[config.mk]
export PLATFORM = sky130hd
export DESIGN_NAME = vga_sync_decoder
export DESIGN_NICKNAME = d
export VERILOG_FILES = /design/src/rtl/vga_sync_decoder.sv
export SDC_FILE = /design/constraint.sdc
export NUM_CORES = 1
export LEC_CHECK = 0
export BUFFER_PORTS_ARGS = -buffer_cell sky130_fd_sc_hd__buf_4
export CELL_PAD_IN_SITES_DETAIL_PLACEMENT = 2
export CELL_PAD_IN_SITES_GLOBAL_PLACEMENT = 2
export CORE_MARGIN = 5
export CORE_UTILIZATION = 32
export DETAILED_ROUTE_END_ITERATION = 7
export GPL_ROUTABILITY_DRIVEN = 0
export PLACE_DENSITY = 0.81
export SLEW_MARGIN = 20
export SYNTH_ARGS = -nofsm -noshare
export SYNTH_HDL_FRONTEND = slang
export SYNTH_SLANG_ARGS = --single-unit
[constraint.sdc]
create_clock -name clk -period 2.55 [get_ports clk]
set_input_delay 0.255 -clock clk [delete_from_list [all_inputs] [get_ports clk]]
set_output_delay 0.255 -clock clk [all_outputs]
set_load 0.005 [all_outputs]
[src/rtl/vga_sync_decoder.sv]
// VGA receive-side decoder: recovers pixel_x/pixel_y, sync strobes and lock, flags timing errors.
// Latency 2 clk from input to outputs, no backpressure; define VGA_DEC_SUM_EN for the frame_sum checksum.
module vga_sync_decoder #(
  parameter int H_ACTIVE    = 640,
  parameter int H_TOTAL     = 800,
  parameter int V_TOTAL     = 525,
  parameter int SYNC_ACT_LO = 1
) (
  input  logic        clk,
  input  logic        rst,
  input  logic        hsync,
  input  logic        vsync,
  input  logic        blank,
  input  logic [23:0] pixel_in,
  output logic [23:0] pixel_out,
  output logic        pixel_valid,
  output logic [9:0]  pixel_x,
  output logic [9:0]  pixel_y,
  output logic        line_start,
  output logic        frame_start,
  output logic        locked,
  output logic [2:0]  err,
  output logic [23:0] frame_sum
);

  typedef enum logic [1:0] {SEARCH, MEASURE, LOCKED} state_t;

  state_t      state_q, state_d;
  logic        hs1_q, hs1_d, hs2_q, hs2_d, vs1_q, vs1_d, vs2_q, vs2_d, act1_q, act1_d;
  logic [23:0] pix1_q, pix1_d, pix_out_q, pix_out_d;
  logic [9:0]  h_cnt_q, h_cnt_d, v_cnt_q, v_cnt_d, x_cnt_q, x_cnt_d, y_cnt_q, y_cnt_d;
  logic [9:0]  pix_x_q, pix_x_d, pix_y_q, pix_y_d;
  logic        valid_q, valid_d, ls_q, ls_d, fs_q, fs_d, locked_q, locked_d;
  logic [2:0]  err_q, err_d;
  logic        hs_edge, vs_edge, h_bad, v_bad, x_bad;
  logic [9:0]  v_meas, x_base;

  function automatic logic [9:0] sat_inc(input logic [9:0] v);
    return (v == 10'h3FF) ? v : v + 10'd1;
  endfunction

  always_comb begin
    hs1_d   = (SYNC_ACT_LO != 0) ? ~hsync : hsync;
    vs1_d   = (SYNC_ACT_LO != 0) ? ~vsync : vsync;
    act1_d  = ~blank;
    pix1_d  = pixel_in;
    hs2_d   = hs1_q;
    vs2_d   = vs1_q;
    hs_edge = hs1_q & ~hs2_q;
    vs_edge = vs1_q & ~vs2_q;

    h_cnt_d = hs_edge ? 10'd0 : sat_inc(h_cnt_q);
    // line count for the frame includes an hsync edge coinciding with the closing vsync edge
    v_meas  = hs_edge ? sat_inc(v_cnt_q) : v_cnt_q;
    v_cnt_d = vs_edge ? 10'd0 : v_meas;
    x_base  = hs_edge ? 10'd0 : x_cnt_q;
    x_cnt_d = act1_q ? sat_inc(x_base) : x_base;
    y_cnt_d = y_cnt_q;
    if (vs_edge)
      y_cnt_d = 10'd0;
    else if (hs_edge && x_cnt_q != 10'd0)
      y_cnt_d = sat_inc(y_cnt_q);

    h_bad = hs_edge && (int'(h_cnt_q) + 1 != H_TOTAL);
    x_bad = hs_edge && (x_cnt_q != 10'd0) && (int'(x_cnt_q) != H_ACTIVE);
    v_bad = vs_edge && (int'(v_meas) != V_TOTAL);

    state_d = state_q;
    err_d   = err_q;
    unique case (state_q)
      SEARCH: if (vs_edge) state_d = MEASURE;
      MEASURE, LOCKED: begin
        err_d = err_q | {x_bad, v_bad, h_bad};
        if (h_bad || v_bad || x_bad)
          state_d = SEARCH;
        else if (state_q == MEASURE && vs_edge)
          state_d = LOCKED;
      end
      default: state_d = SEARCH;
    endcase

    locked_d  = (state_d == LOCKED);
    valid_d   = act1_q && (state_d == LOCKED);
    pix_out_d = pix1_q;
    pix_x_d   = x_base;
    pix_y_d   = y_cnt_d;
    ls_d      = hs_edge;
    fs_d      = vs_edge;
  end

  always_ff @(posedge clk) begin
    if (rst) begin
      state_q   <= SEARCH;
      hs1_q     <= 1'b0;
      hs2_q     <= 1'b0;
      vs1_q     <= 1'b0;
      vs2_q     <= 1'b0;
      act1_q    <= 1'b0;
      pix1_q    <= '0;
      h_cnt_q   <= '0;
      v_cnt_q   <= '0;
      x_cnt_q   <= '0;
      y_cnt_q   <= '0;
      pix_out_q <= '0;
      pix_x_q   <= '0;
      pix_y_q   <= '0;
      valid_q   <= 1'b0;
      ls_q      <= 1'b0;
      fs_q      <= 1'b0;
      locked_q  <= 1'b0;
      err_q     <= '0;
    end else begin
      state_q   <= state_d;
      hs1_q     <= hs1_d;
      hs2_q     <= hs2_d;
      vs1_q     <= vs1_d;
      vs2_q     <= vs2_d;
      act1_q    <= act1_d;
      pix1_q    <= pix1_d;
      h_cnt_q   <= h_cnt_d;
      v_cnt_q   <= v_cnt_d;
      x_cnt_q   <= x_cnt_d;
      y_cnt_q   <= y_cnt_d;
      pix_out_q <= pix_out_d;
      pix_x_q   <= pix_x_d;
      pix_y_q   <= pix_y_d;
      valid_q   <= valid_d;
      ls_q      <= ls_d;
      fs_q      <= fs_d;
      locked_q  <= locked_d;
      err_q     <= err_d;
    end
  end

`ifdef VGA_DEC_SUM_EN
  logic [23:0] acc_q, acc_d, sum_q, sum_d, acc_add;

  always_comb begin
    acc_add = acc_q + ((act1_q && state_q != SEARCH) ? pix1_q : 24'h0);
    acc_d   = vs_edge ? 24'h0 : acc_add;
    sum_d   = vs_edge ? acc_add : sum_q;
  end

  always_ff @(posedge clk) begin
    if (rst) begin
      acc_q <= '0;
      sum_q <= '0;
    end else begin
      acc_q <= acc_d;
      sum_q <= sum_d;
    end
  end

  assign frame_sum = sum_q;
`else
  assign frame_sum = 24'h0;
`endif

  assign pixel_out   = pix_out_q;
  assign pixel_valid = valid_q;
  assign pixel_x     = pix_x_q;
  assign pixel_y     = pix_y_q;
  assign line_start  = ls_q;
  assign frame_start = fs_q;
  assign locked      = locked_q;
  assign err         = err_q;

endmodule

; ---- Word level (Yosys, flattened, before mapping)
; Cells that the tools add are included.
[totals]
ff_bits = 112
out_inout_bits = 75
wordCells = 65
[classes]
add_sub_neg = 5
eq_ne = 10
n_mux = 9
bitwise_logic = 9
n_reduce_logical = 14
[ops]
columns = operator, count
row1 = two-way mux 10 bit, 5
row2 = adder 10 x 1 -> 10 bit (second input constant), 4
row3 = equality test 10 bit (second input constant), 4
row4 = inequality test 10 bit (second input constant), 2
row5 = adder 10 x 1 -> 11 bit (second input constant), 1
row6 = inequality test 11 x 10 -> 1 bit (second input constant), 1
row7 = nonzero test 10 bit, 1
row8 = logical AND 1 bit, 6
row9 = two-way mux 2 bit, 3
row10 = NOT 1 bit, 6
row11 = OR reduction 2 bit, 3
row12 = equality test 2 bit (second input constant), 2
row13 = case mux 2 bit (2 select lines), 1
row14 = bitwise OR 3 bit, 1
row15 = AND 1 bit, 2
row16 = equality test 2 x 1 -> 1 bit (second input constant), 1
row17 = zero test 2 bit, 1
row18 = logical OR 1 bit, 2
row19 = AND reduction 2 bit, 1

; ---- Longest topological paths before layout
; Gate-level depths: netlist (run 1).
[logic_depth]
word_depth = 11
ltp_mapped = 11
ltp_nobuf = 9

; ---- Least setup slack after synthesis (run 1)
; OpenSTA, ideal clock, no wires.
[synth_timing]
path_type = register -> register
from = register hs2_q
to = register x_cnt_q[3]
arrival_ns = 2.146
required_ns = 2.422
path_slack_ns = 0.276
path_stages_with_launch = 12
n_path_buf = 2
cell_sequence = dfxtp_1 -> nand2b_1 -> clkbuf_1 -> clkbuf_1 -> and2_1 -> ha_1 -> and3_1 -> nand4_1 -> o21ai_0 -> nor2_1 -> xor2_1 -> nor2_1
[synth_between]
elab_chain_len = 6
elab_cells_between_ends = 7
[synth_lines]
columns = item, line
row1 = "start, declared", 29  ; logic hs1_q, hs1_d, hs2_q, hs2_d, vs1_q, vs1_d, vs2_q, vs2_d, act1_q, act1_d;
row2 = "start signal, assigned", 115  ; hs2_q <= hs2_d;
row3 = NOT 1 bit (*), 49  ; hs_edge = hs1_q & ~hs2_q;
row4 = AND 1 bit (*), 49
row5 = two-way mux 10 bit (*), 56  ; x_base = hs_edge ? 10'd0 : x_cnt_q;
row6 = via pix_x_d[0], 32  ; logic [9:0] pix_x_q, pix_x_d, pix_y_q, pix_y_d;
row7 = adder 10 x 1 -> 10 bit / equality test 10 bit (equally long branches), 39  ; return (v == 10'h3FF) ? v : v + 10'd1;
row8 = two-way mux 10 bit (*), 39
row9 = two-way mux 10 bit (*), 57  ; x_cnt_d = act1_q ? sat_inc(x_base) : x_base;
row10 = "end signal, assigned", 122  ; x_cnt_q <= x_cnt_d;
row11 = "end, declared", 31  ; logic [9:0] h_cnt_q, h_cnt_d, v_cnt_q, v_cnt_d, x_cnt_q, x_cnt_d, y_cnt_q, y_cnt_d;
; Mark *: on every way through the listed nets, which the timed path passes. The rest lies on a longest branch.
; A chain may end at the register's enable or synchronous reset.

; ---- Worst setup path after layout (run 1)
[layout_timing]
from = register h_cnt_q[4]
to = register valid_q (netlist: pixel_valid)
[layout_between]
elab_chain_len = 9
[layout_lines]
columns = item, line
row1 = "start, declared", 31
row2 = "start signal, assigned", 120  ; h_cnt_q <= h_cnt_d;
row3 = adder 10 x 1 -> 11 bit, 64  ; h_bad = hs_edge && (int'(h_cnt_q) + 1 != H_TOTAL);
row4 = inequality test 11 x 10 -> 1 bit, 64
row5 = logical AND 1 bit, 64
row6 = logical OR 1 bit (2 in a row), 74  ; if (h_bad || v_bad || x_bad)
row7 = two-way mux 2 bit, 74
row8 = case mux 2 bit (2 select lines), 70  ; unique case (state_q)
row9 = equality test 2 bit, 83  ; valid_d = act1_q && (state_d == LOCKED);
row10 = logical AND 1 bit, 83
row11 = "end signal, assigned", 127  ; valid_q <= valid_d;
row12 = "end, declared", 33  ; logic valid_q, valid_d, ls_q, ls_d, fs_q, fs_d, locked_q, locked_d;
; Every way passes these cells.

==> run metrics, run 1 <==
run status=completed; data arrival time of the worst path=roughly 2600 ps; post-synthesis register bit count=approximately 110; Fin Setup TNS=0 ps; number of failing setup endpoints in the final timing report=0; num ports=104; post-CTS setup buffers=0; cts-stage hold buffer count=0; clock tree from TritonCTS=done; power density over the cells=639 mW/mm^2; maximum root-to-sink buffer count=2; Buffers on Ports=79; vias post-DR=roughly 3,400; Synth Cell Area=0.00436 mm^2; clock skew=8.22 ps; r2r worst-path depth=6; highest net fanout along the worst path=6; worst hold slack=approximately 49 ps; Pre-antenna DRT Iters=4; dominant delay contributor by cell family on the critical path=simple AND/OR/NAND/NOR gates; master cell of the clock root buffer=sky130_fd_sc_hd__clkbuf_16; largest net degree at the start of global routing=72; clock transition at the registers of the reported paths=about 70 ps; type of the worst setup path=reg -> reg; cell with the biggest individual delay on the critical path=sky130_fd_sc_hd__or4_4; Data required, critical path=between 2000 and 3000 ps; leakage power total=between 2 and 2.5 nW; EDFF count, synth=0; element type at the critical path start=flop; largest vdd supply drop=roughly 0.00032 V; placeable core area=roughly 0.013 mm^2; via count of the first global-routing pass=between 3,000 and 4,000; internal power component=around 0.0026 W; antenna diode count=0; Largest stage delay, worst path=560 ps; maximum level of the CTS H-tree=3; number of buffers created by CTS=9; Std-Cell Rows=42; type of destination of the critical path=flop; ratio of final minimum period to clock period=between 90 and 100%; GRT Residual Overflow=0; CP Cell Sequence=nand4_2, or4_4, a2111oi_4, a211oi_1, a211o_1, and4_1; sum of net half-perimeters after detailed placement=8880 um; Syn Inst Count=around 460; Routed Wire Length=12,100 um; later-pin clock latency in the skew report=about 350 ps; most used flip-flop cell after synthesis=sky130_fd_sc_hd__dfxtp_1; die span in x=127 um; Vias/cell=between 4 and 5; Worst Hold Class=in -> reg; portion of total power attributed to sequential cells=between 50% and 60%; net count of the finished layout=570; portion of total power attributed to the clock network=between 40% and 50%; endpoint of the worst hold-timing path=act1_q$_SDFF_PP0_; fraction of layout instances using a drive strength above 1=about a fifth; Worst-Margin Slew=701 ps; number of DRC violations after detailed routing=0; number of synthesis warnings=0; Tmin final=about 2300 ps; worst-case register-to-register setup slack=between 200 and 250 ps; clk sinks=112; top cells by area in the synthesized netlist=sky130_fd_sc_hd__dfxtp_1, sky130_fd_sc_hd__nor2b_1, sky130_fd_sc_hd__buf_4; share of flip-flops with an asynchronous set or reset after synthesis=0%; hold path start=blank; number of distinct standard cells referenced by the synthesized netlist=47; synthesized area per cell=~9.5 um^2; final-layout fill cell count=between 1,000 and 1,500; total die area=0.0161 mm^2; wire length of the first global-routing pass=approximately 20,000 um; total routing usage reported by global routing=around 15%; starting density of the core=32.8%; number of max-cap violations=0; die height=roughly 130 um; top-area cell type share of the netlist area=approximately half; cell depth of the worst hold path=2; proportion of synthesized chip area in sequential cells=about half; post-cts resize count=0; startpoint of the worst-slack reg-to-reg timing path=h_cnt_q[4]$_SDFFE_PP0P_; switching part of the total=23.2%; residual antenna-violating net count after detailed routing=0; Area Growth Syn to Fin=22.5%; switching power=a little under 0.0008 W; worst slew margin relative to its limit=53.3%; unrepaired setup endpoints after global routing=false; antenna violations before repair=0; Final Slew Violations=0; capture instance of the worst register-to-register path=pixel_valid$_SDFF_PP0_; number of violations reported at the end of detailed-routing iteration 0=between 100 and 150; WL/cell=16.9 um; combined buffer and inverter count along the critical path=0; Fin. Hold Viols=0; maximum frequency from static timing analysis=roughly 430 MHz; cell type contributing the most total cell area after synthesis=sky130_fd_sc_hd__dfxtp_1; Gate power share=6.0%
per-layer routing:
| layer | track usage, % | vias up | wire length, um |
|---|---|---|---|
| li1 | - | 1637 | - |
| met1 | 17.1 | 1677 | 4740 |
| met2 | 29.4 | 55 | 6860 |
| met3 | 2.52 | 16 | 266 |
| met4 | 5.93 | 0 | 202 |
| met5 | 0 | - | 0 |
cell usage after synthesis, types with 2 or more instances:
cell type	n
sky130_fd_sc_hd__a211o_1	2
sky130_fd_sc_hd__a211oi_1	8
sky130_fd_sc_hd__a21oi_1	16
sky130_fd_sc_hd__a31oi_1	6
sky130_fd_sc_hd__and2_1	15
sky130_fd_sc_hd__and3_1	6
sky130_fd_sc_hd__and4_1	3
sky130_fd_sc_hd__buf_1	2
sky130_fd_sc_hd__buf_4	25
sky130_fd_sc_hd__clkbuf_1	13
sky130_fd_sc_hd__dfxtp_1	112
sky130_fd_sc_hd__ha_1	7
sky130_fd_sc_hd__inv_1	8
sky130_fd_sc_hd__mux2_2	2
sky130_fd_sc_hd__mux2i_1	6
sky130_fd_sc_hd__nand2_1	28
sky130_fd_sc_hd__nand2b_1	3
sky130_fd_sc_hd__nand3_1	13
sky130_fd_sc_hd__nand4_1	9
sky130_fd_sc_hd__nor2_1	41
sky130_fd_sc_hd__nor2b_1	58
sky130_fd_sc_hd__nor3_1	10
sky130_fd_sc_hd__nor3b_1	2
sky130_fd_sc_hd__nor4_1	6
sky130_fd_sc_hd__o21a_1	3
sky130_fd_sc_hd__o21ai_0	8
sky130_fd_sc_hd__or3_1	3
sky130_fd_sc_hd__xnor2_1	14
sky130_fd_sc_hd__xor2_1	10
state kept, by name (all words and copies together), names as in the netlist:
register and flops:
act1_q 1, err 3, frame_start 1, h_cnt_q 10
hs1_q 1, hs2_q 1, line_start 1, locked 1
pix1_q 24, pixel_out 24, pixel_valid 1, pixel_x 10
pixel_y 10, state_q 2, v_cnt_q 10, vs1_q 1
vs2_q 1, x_cnt_q 10
how the worst max path moves through the flow:
stage | startpoint | end | slack, ps | depth (start not counted)
after floorplan | hs2_q$_SDFF_PP0_ | x_cnt_q[3]$_SDFF_PP0_ | 280 | 11
after global placement | h_cnt_q[3]$_SDFFE_PP0P_ | locked$_SDFF_PP0_ | 320 | 6
after detailed placement | hs2_q$_SDFF_PP0_ | x_cnt_q[3]$_SDFF_PP0_ | 210 | 9
after CTS | hs2_q$_SDFF_PP0_ | x_cnt_q[5]$_SDFF_PP0_ | 150 | 9
after global routing | v_cnt_q[0]$_SDFF_PP0_ | pixel_valid$_SDFF_PP0_ | 30 | 6
final | h_cnt_q[4]$_SDFFE_PP0P_ | pixel_valid$_SDFF_PP0_ | 220 | 6
stage by stage:
step | total power, W | utilization, % | cells | setup slack (ps) | instance area [um^2]
floorplan | 0.00199 | - | 480 | 276 | 4450
global placement | 0.00205 | 38.0 | 699 | 325 | 5050
detailed placement | 0.00207 | 38.0 | 699 | 207 | 5050
CTS | 0.00346 | 40.2 | 715 | 148 | 5340
global route | 0.00357 | 40.2 | 715 | 29.5 | 5340
finish | 0.00342 | 40.2 | 715 | 224 | 5340
area by class of cell:
cell class	count	area, um^2	area share (%)
tap	176	220	4.12
clock buffer	12	256	4.80
sequential	112	2240	42.0
inverter	8	30.0	0.562
clock inverter	4	35.0	0.656
multi-input combinational	319	1930	36.1
timing repair buffer	84	631	11.8
worst reg2reg max path: cells and delay by family (launching register included):
family	cells	cell delay, ps
flops	1	450
compound gates	3	820
simple gates	3	960
cells by family after synthesis:
kind of cell | count (synthesis) | share of synthesized area [%]
and+or+nand+nor | 206 | 25.7
other | 1 | 0.0860
DFF | 112 | 51.4
muxes | 8 | 1.89
AOI/OAI and AO/OA | 50 | 7.66
xor gates and xnor gates | 24 | 4.82
buffers and inverters | 49 | 6.40
adders and majority gates | 7 | 2.01
power by group through the flow:
stage	combinational, W	clock, W	sequential [W]
floorplan	0.000131	0	0.00186
global placement	0.000192	0	0.00186
detailed placement	0.000206	0	0.00186
CTS	0.000209	0.00143	0.00182
global route	0.000229	0.00151	0.00183
finish	0.000204	0.00139	0.00182
cells in the final DEF, fill, tap and decap left out, drive strengths merged, types with 12 or more instances in the layout:
cell | Yosys | final
nor2 | 41 | 41
nand2 | 28 | 28
clkbuf | 13 | 12
dfxtp | 112 | 112
a21oi | 16 | 16
xnor2 | 14 | 14
nor2b | 58 | 58
nand3 | 13 | 13
conb | 1 | 24
buf | 28 | 84
and2 | 15 | 15
Power figures use the tool's default switching activity.
==> run 2: changes to the inputs <==
SETUP_SLACK_MARGIN = 0.5   (was not set)
==> run 2 against run 1 <==
  * Sequential share of layout area is 1.8 points lower
  * Worst hold slack worse by 6.2 ps
  * Global-route usage about the same
  * Final cell count increased by 2.5%
  * Critical path type unchanged
  * Critical path depth unchanged
  * Highest routed layer unchanged
  * Clock power down 6%
==> run metrics, run 2 (synthesis results as in run 1) <==
type of the worst setup path=reg -> reg; Std-Cell Rows=42 (unchanged); number of DRC violations after detailed routing=0 (unchanged); most frequent cells in the layout=sky130_fd_sc_hd__buf_4, sky130_fd_sc_hd__dfxtp_1, sky130_fd_sc_hd__nor2b_1, sky130_fd_sc_hd__nor2_1, sky130_fd_sc_hd__nand2_1; r2r worst-path depth=6 (unchanged); Fin. Hold Viols=0 (unchanged); number of violations reported at the end of detailed-routing iteration 0=109 (-0.91%); clock transition at the registers of the reported paths=70 ps (about the same); GRT Residual Overflow=0 (unchanged); Layout Cell Area excl Fill=0.00567 mm^2 (+6.2%); fraction of layout instances using a drive strength above 1=29.1% (+9.2 points); Worst-Margin Slew=694 ps (-6.59 ps); clock skew=6.68 ps (-1.53 ps); via count of the first global-routing pass=3,938 (+1.8%); power density over the cells=590 mW/mm^2 (-7.7%); leakage power total=2.28 nW (+5.1%); maximum level of the CTS H-tree=3 (unchanged); total die area=0.0161 mm^2 (unchanged); antenna violations before repair=0 (unchanged); ratio of final minimum period to clock period=82.6% (-8.7 points); Area Growth Syn to Fin=30.1%; Routed Wire Length=12,500 um (+3.5%); later-pin clock latency in the skew report=360 ps (about the same); cell depth of the worst hold path=2 (unchanged); Data required, critical path=2800 ps (about the same); maximum root-to-sink buffer count=2 (unchanged); maximum frequency from static timing analysis=475 MHz (+10%); Tmin final=2110 ps (-221 ps); clock tree from TritonCTS=done; vias post-DR=3,442 (+1.7%); number of max-cap violations=0 (unchanged); run status=completed; unrepaired setup endpoints after global routing=true; highest net fanout along the worst path=3 (-3); starting density of the core=32.8% (unchanged); largest net degree at the start of global routing=72 (unchanged); clk sinks=112 (unchanged); Vias/cell=4.70 (-0.81%); WL/cell=17.0 um (+0.96%); worst hold slack=42.9 ps (-6.21 ps); largest vdd supply drop=0.000436 V (+37%); total power consumption of the routed design=0.00335 W (-2.0%); Final Slew Violations=0 (unchanged); die height=127 um (unchanged); residual antenna-violating net count after detailed routing=0 (unchanged); sum of net half-perimeters after detailed placement=8630 um (-2.7%); cts-stage hold buffer count=0 (unchanged); die span in x=127 um (unchanged); placeable core area=0.0133 mm^2 (unchanged); total routing usage reported by global routing=15.5% (about the same); element type at the critical path start=flop; num ports=104 (unchanged); Worst Hold Class=in -> reg; Fin Setup TNS=0 ps (unchanged); wire length of the first global-routing pass=19,800 um (-0.41%); worst slew margin relative to its limit=53.7% (+0.44 points); net count of the finished layout=588 (+3.2%); DP Area=0.00506 mm^2 (+0.12%); number of buffers created by CTS=9 (unchanged); master cell of the clock root buffer=sky130_fd_sc_hd__clkbuf_16; data arrival time of the worst path=2350 ps (-220 ps); type of destination of the critical path=flop; antenna diode count=0 (unchanged); number of failing setup endpoints in the final timing report=0 (unchanged); Pre-antenna DRT Iters=4 (unchanged); most common library cell in the layout ignoring fill and taps=sky130_fd_sc_hd__buf_4; Buffers on Ports=79 (unchanged)
==> run 2: changes by cell type in the layout (fill, tap and decap cells not counted), sizes merged <==
cell / previous run / this run
inv: 10 / 8
clkinv: 2 / 4
buf: 84 / 102
==> run 2: layer usage <==
layer	vias up	GRT usage, %	part of all wire [%]
met2	51	30.5	58
met1	1699	15.7	37
met3	14	4.04	2.9
li1	1678	-	-
met4	0	4.73	1.3
met5	-	0	0
==> run 2: path summary, 6_finish.rpt <==
check | start | slack [ps] | to
worst max-delay path | h_cnt_q[6]$_SDFFE_PP0P_ | 440 | locked$_SDFF_PP0_
worst min-delay path | vsync | 40 | vs1_q$_SDFF_PP0_
worst max register to register | h_cnt_q[6]$_SDFFE_PP0P_ | 440 | locked$_SDFF_PP0_
worst min register to register | vs2_q$_SDFF_PP0_ | 420 | frame_start$_SDFF_PP0_
==> run 2: power breakdown <==
group / switching (W) / internal, W
sequential: 0.0000259 / 0.00179
clock: 0.000634 / 0.000668
combinational: 0.000113 / 0.000112
total: 0.000772 / 0.00257
==> run 2: critical path: stages (launching register included) <==
cell	delay, ps
sky130_fd_sc_hd__dfxtp_4	360
sky130_fd_sc_hd__nand4_4	110
sky130_fd_sc_hd__or4_4	550
sky130_fd_sc_hd__a2111oi_4	370
sky130_fd_sc_hd__a211oi_2	80
sky130_fd_sc_hd__a211o_1	330
sky130_fd_sc_hd__and3_2	190
==> run 2: repair_timing <==
action	4_1_cts	5_1_grt
gates resized for setup	40	13
setup endpoints to repair	20	16
buffers inserted	9	10
pin swaps	10	9
==> run 2: final cells by class <==
cell class / count / area, um^2
Multi-Input combinational cell: 319 / 2110
Clock inverter: 4 / 31.3
Inverter: 8 / 30.0
Clock buffer: 12 / 236
Timing Repair Buffer: 102 / 766
Tap cell: 176 / 220
Sequential cell: 112 / 2280
Fill cell: 1421 / 7620
==> run 2: metrics by stage <==
stage	cells	util, %	setup slack [ps]
floorplan	480	-	505
global placement	698	38.0	348
detailed placement	698	38.0	261
CTS	723	41.7	443
global route	733	42.7	378
finish	733	42.7	445
==> run 3: changes to the inputs <==
ABC_AREA = 1   (was not set)
CORE_UTILIZATION = 27   (was 32)
PLACE_DENSITY = 0.78   (was 0.81)
clock period = 1.9 ns   (was 2.55 ns; I/O delays follow)
==> run 3 against run 2 <==
  * The run now ends with negative setup slack left
  * Sequential power grew 35%
  * Via count up 27%
  * First-iteration DRC count is 59% higher
  * Synthesized cell count up 32%
  * Wire length is 40% higher
  * Clock-buffer cell count shrank 2
  * Clock power increased by 53%
  * Combinational power is 96% higher
  * Fmax up 0.56%
  * Non-clock buffer count grew 36
  * Clock skew rose by 3.5 ps
  * Critical path type unchanged
  * Critical endpoint is now x_cnt_q[5]$_SDFF_PP0_
  * Largest cell class unchanged
==> run metrics, run 3 <==
run status=complete, but fails checks; violations in the final reports=negative setup slack; maximum level of the CTS H-tree=3 (unchanged); number of buffers created by CTS=9 (unchanged); WL/cell=18.0 um (+5.6%); cell type contributing the most total cell area after synthesis=sky130_fd_sc_hd__dfxtp_1; largest net degree at the start of global routing=41 (-43%); total die area=0.0197 mm^2 (+22%); die span in x=140 um (+11%); Std-Cell Rows=47 (+12%); antenna violations before repair=0 (unchanged); num ports=104 (unchanged); net count of the finished layout=780 (+33%); Fin. Hold Viols=0 (unchanged); Synth Cell Area=0.00458 mm^2 (+5.0%); clock transition at the registers of the reported paths=80 ps (about the same); sum of net half-perimeters after detailed placement=10,600 um (+23%); type of the worst setup path=reg -> reg; number of standard cells in the final layout excluding fillers=969 (+32%); leakage power total=2.99 nW (+31%); residual antenna-violating net count after detailed routing=0 (unchanged); Worst Hold Class=in -> reg; Syn Inst Count=605 (+32%); vias post-DR=4,381 (+27%); most frequent cells in the layout=sky130_fd_sc_hd__buf_4, sky130_fd_sc_hd__inv_1, sky130_fd_sc_hd__dfxtp_1, sky130_fd_sc_hd__nor2_1, sky130_fd_sc_hd__nand2_1; maximum root-to-sink buffer count=2 (unchanged); ratio of final minimum period to clock period=110% (+28 points); most common library cell in the layout ignoring fill and taps=sky130_fd_sc_hd__buf_4; Simple-Gate Fraction of Synth Area=27.4% (+1.6 points); adder-cell area share of the yosys netlist=1.91% (-0.097 points); Tmin final=2090 ps (-11.6 ps); later-pin clock latency in the skew report=360 ps (about the same); placeable core area=0.0166 mm^2 (+25%); starting density of the core=27.5% (-5.3 points); Routed Wire Length=17,400 um (+40%); xor/xnor share of the synthesized area=1.34% (-3.5 points); number of distinct standard cells referenced by the synthesized netlist=39 (-17%); Buffers on Ports=79 (unchanged); top cells by area in the synthesized netlist=sky130_fd_sc_hd__dfxtp_1, sky130_fd_sc_hd__inv_1, sky130_fd_sc_hd__nor2_1; number of max-cap violations=0 (unchanged); proportion of synthesized chip area in sequential cells=48.9% (-2.5 points); clock tree from TritonCTS=done; element type at the critical path start=flop; type of destination of the critical path=flop; final-layout fill cell count=1,847 (+30%); largest vdd supply drop=0.000453 V (+3.9%); instance count after placement with tap cells included=909 (+30%); worst slack after detailed placement=-129 ps (-390 ps); clock skew=10.2 ps (+3.54 ps); GRT Residual Overflow=0 (unchanged); die height=140 um (+11%); share of cell area taken by muxes after synthesis=0% (-1.9 points); antenna diode count=0 (unchanged); maximum frequency from static timing analysis=478 MHz (+0.56%); number of DRC violations after detailed routing=0 (unchanged); share of flip-flops with an asynchronous set or reset after synthesis=0% (unchanged); unrepaired setup endpoints after global routing=true; Post-synth top cells=sky130_fd_sc_hd__inv_1, sky130_fd_sc_hd__dfxtp_1, sky130_fd_sc_hd__nor2_1; wire length of the first global-routing pass=25,500 um (+29%); most used flip-flop cell after synthesis=sky130_fd_sc_hd__dfxtp_1; Data required, critical path=2170 ps (-630 ps); post-layout worst setup margin=-194 ps (-638 ps); EDFF count, synth=0 (unchanged); Area Growth Syn to Fin=44.7%; Pre-antenna DRT Iters=4 (unchanged); master cell of the clock root buffer=sky130_fd_sc_hd__clkbuf_16; library cell with the highest instance count after synthesis=sky130_fd_sc_hd__inv_1; Layout Cell Area excl Fill=0.00663 mm^2 (+17%); DP Area=0.00554 mm^2 (+9.5%); power density over the cells=737 mW/mm^2 (+25%); highest net fanout along the worst path=15 (+12); fraction of layout instances using a drive strength above 1=37.5% (+8.4 points); main combinational cell family by area after synthesis=simple AND/OR/NAND/NOR gates; top-area cell type share of the netlist area=48.9% (-2.5 points); data arrival time of the worst path=2370 ps (+20 ps); Final Slew Violations=0 (unchanged); via count of the first global-routing pass=4,910 (+25%); total routing usage reported by global routing=16.0% (+0.57 points); Compound-Gate Fraction of Synth Area=5.65% (-2.0 points); number of failing setup endpoints in the final timing report=16 (+16); number of synthesis warnings=0 (unchanged); synthesized area per cell=7.57 um^2 (-21%); post-synthesis register bit count=112 (unchanged); Fin Setup TNS=-1720 ps (-1720 ps); clk sinks=112 (unchanged); worst-case register-to-register setup slack=-190 ps (-640 ps); number of violations reported at the end of detailed-routing iteration 0=173 (+59%); Vias/cell=4.52 (-3.7%)
## run 3: cell count changes in the layout (fill, tap and decap cells not counted), moves of 18 or more
cell,before,now
sky130_fd_sc_hd__inv_1,8,101
sky130_fd_sc_hd__nor2b_1,58,0
sky130_fd_sc_hd__nor2_1,41,93
sky130_fd_sc_hd__nand2_1,28,59
sky130_fd_sc_hd__nand2_2,0,26
sky130_fd_sc_hd__buf_4,102,120
## run 3: worst paths after layout
check                        startpoint                       end  depth (start not counted)
setup reg to reg       hs2_q$_SDFF_PP0_     x_cnt_q[5]$_SDFF_PP0_                         13
setup / recovery       hs2_q$_SDFF_PP0_     x_cnt_q[5]$_SDFF_PP0_                         13
hold / removal              pixel_in[4]      pix1_q[4]$_SDFF_PP0_                          3
hold reg to reg   pix1_q[12]$_SDFF_PP0_  pixel_out[12]$_SDFF_PP0_                          2
## run 3: critical path, stage by stage, from the launching register on
cell and delay [ps]:
sky130_fd_sc_hd__dfxtp_2 340, sky130_fd_sc_hd__inv_2 50, sky130_fd_sc_hd__nand2_4 100, sky130_fd_sc_hd__inv_6 40, sky130_fd_sc_hd__buf_4 200, sky130_fd_sc_hd__nor2_1 220
sky130_fd_sc_hd__inv_1 160, sky130_fd_sc_hd__nor3_4 250, sky130_fd_sc_hd__nand3_2 110, sky130_fd_sc_hd__nand2_4 150, sky130_fd_sc_hd__inv_6 70, sky130_fd_sc_hd__nand3_4 70
sky130_fd_sc_hd__o21ai_2 50, sky130_fd_sc_hd__a21oi_1 180
## run 3: per-stage QoR
stage          hold WS [ps]  power (W)  util, %
3_3_place_gp            345    0.00283     33.3
4_1_cts                18.4    0.00488     37.3
2_1_floorplan           255    0.00272        -
6_report               28.2    0.00489     39.8
5_1_grt                16.1    0.00509     39.8
3_5_place_dp            345    0.00286     33.3
## run 3: repair_timing
| item | in CTS | in global routing |
|---|---|---|
| buffers inserted | 22 | 18 |
| hold endpoints to repair | 3 | 0 |
| pin swaps | 20 | 29 |
| gates cloned | 1 | 0 |
| resized for setup | 53 | 82 |
| endpoints found under the setup margin | 46 | 48 |
| hold buffers | 3 | 0 |
## run 3: kinds of logic (layout without fill, tap and decap cells)
| group | after synthesis | count (layout) |
|---|---|---|
| AO/OA/AOI/OAI | 47 | 47 |
| XOR/XNOR | 7 | 7 |
| adder cells (fa/ha/maj) | 7 | 7 |
| buffers and inverters | 153 | 273 |
| flip-flops | 112 | 112 |
| other | 1 | 24 |
| AND/OR/NAND/NOR | 278 | 279 |
## run 3: where the power goes
part | leakage [nW] | switching (W) | internal [W]
registers | 0.923 | 0.0000436 | 0.00242
clock network | 0.146 | 0.000944 | 0.00104
logic | 1.92 | 0.000249 | 0.000191
total | 2.99 | 0.00124 | 0.00365
## run 3: layer usage
layer  GRT usage, %  part of all wire [%]
met5              0                     0
met4           5.81                   2.5
met3           3.10                   3.8
met2           29.2                    53
met1           18.6                    41
## run 3: final cells by class
type,instances,area [um^2],area share (%)
Clock buffer,10,229,3.45
Clock inverter,6,77.6,1.17
Inverter,119,464,7.00
Multi-Input combinational cell,364,2200,33.2
Sequential cell,112,2270,34.3
Tap cell,220,275,4.15
Timing Repair Buffer,138,1110,16.7
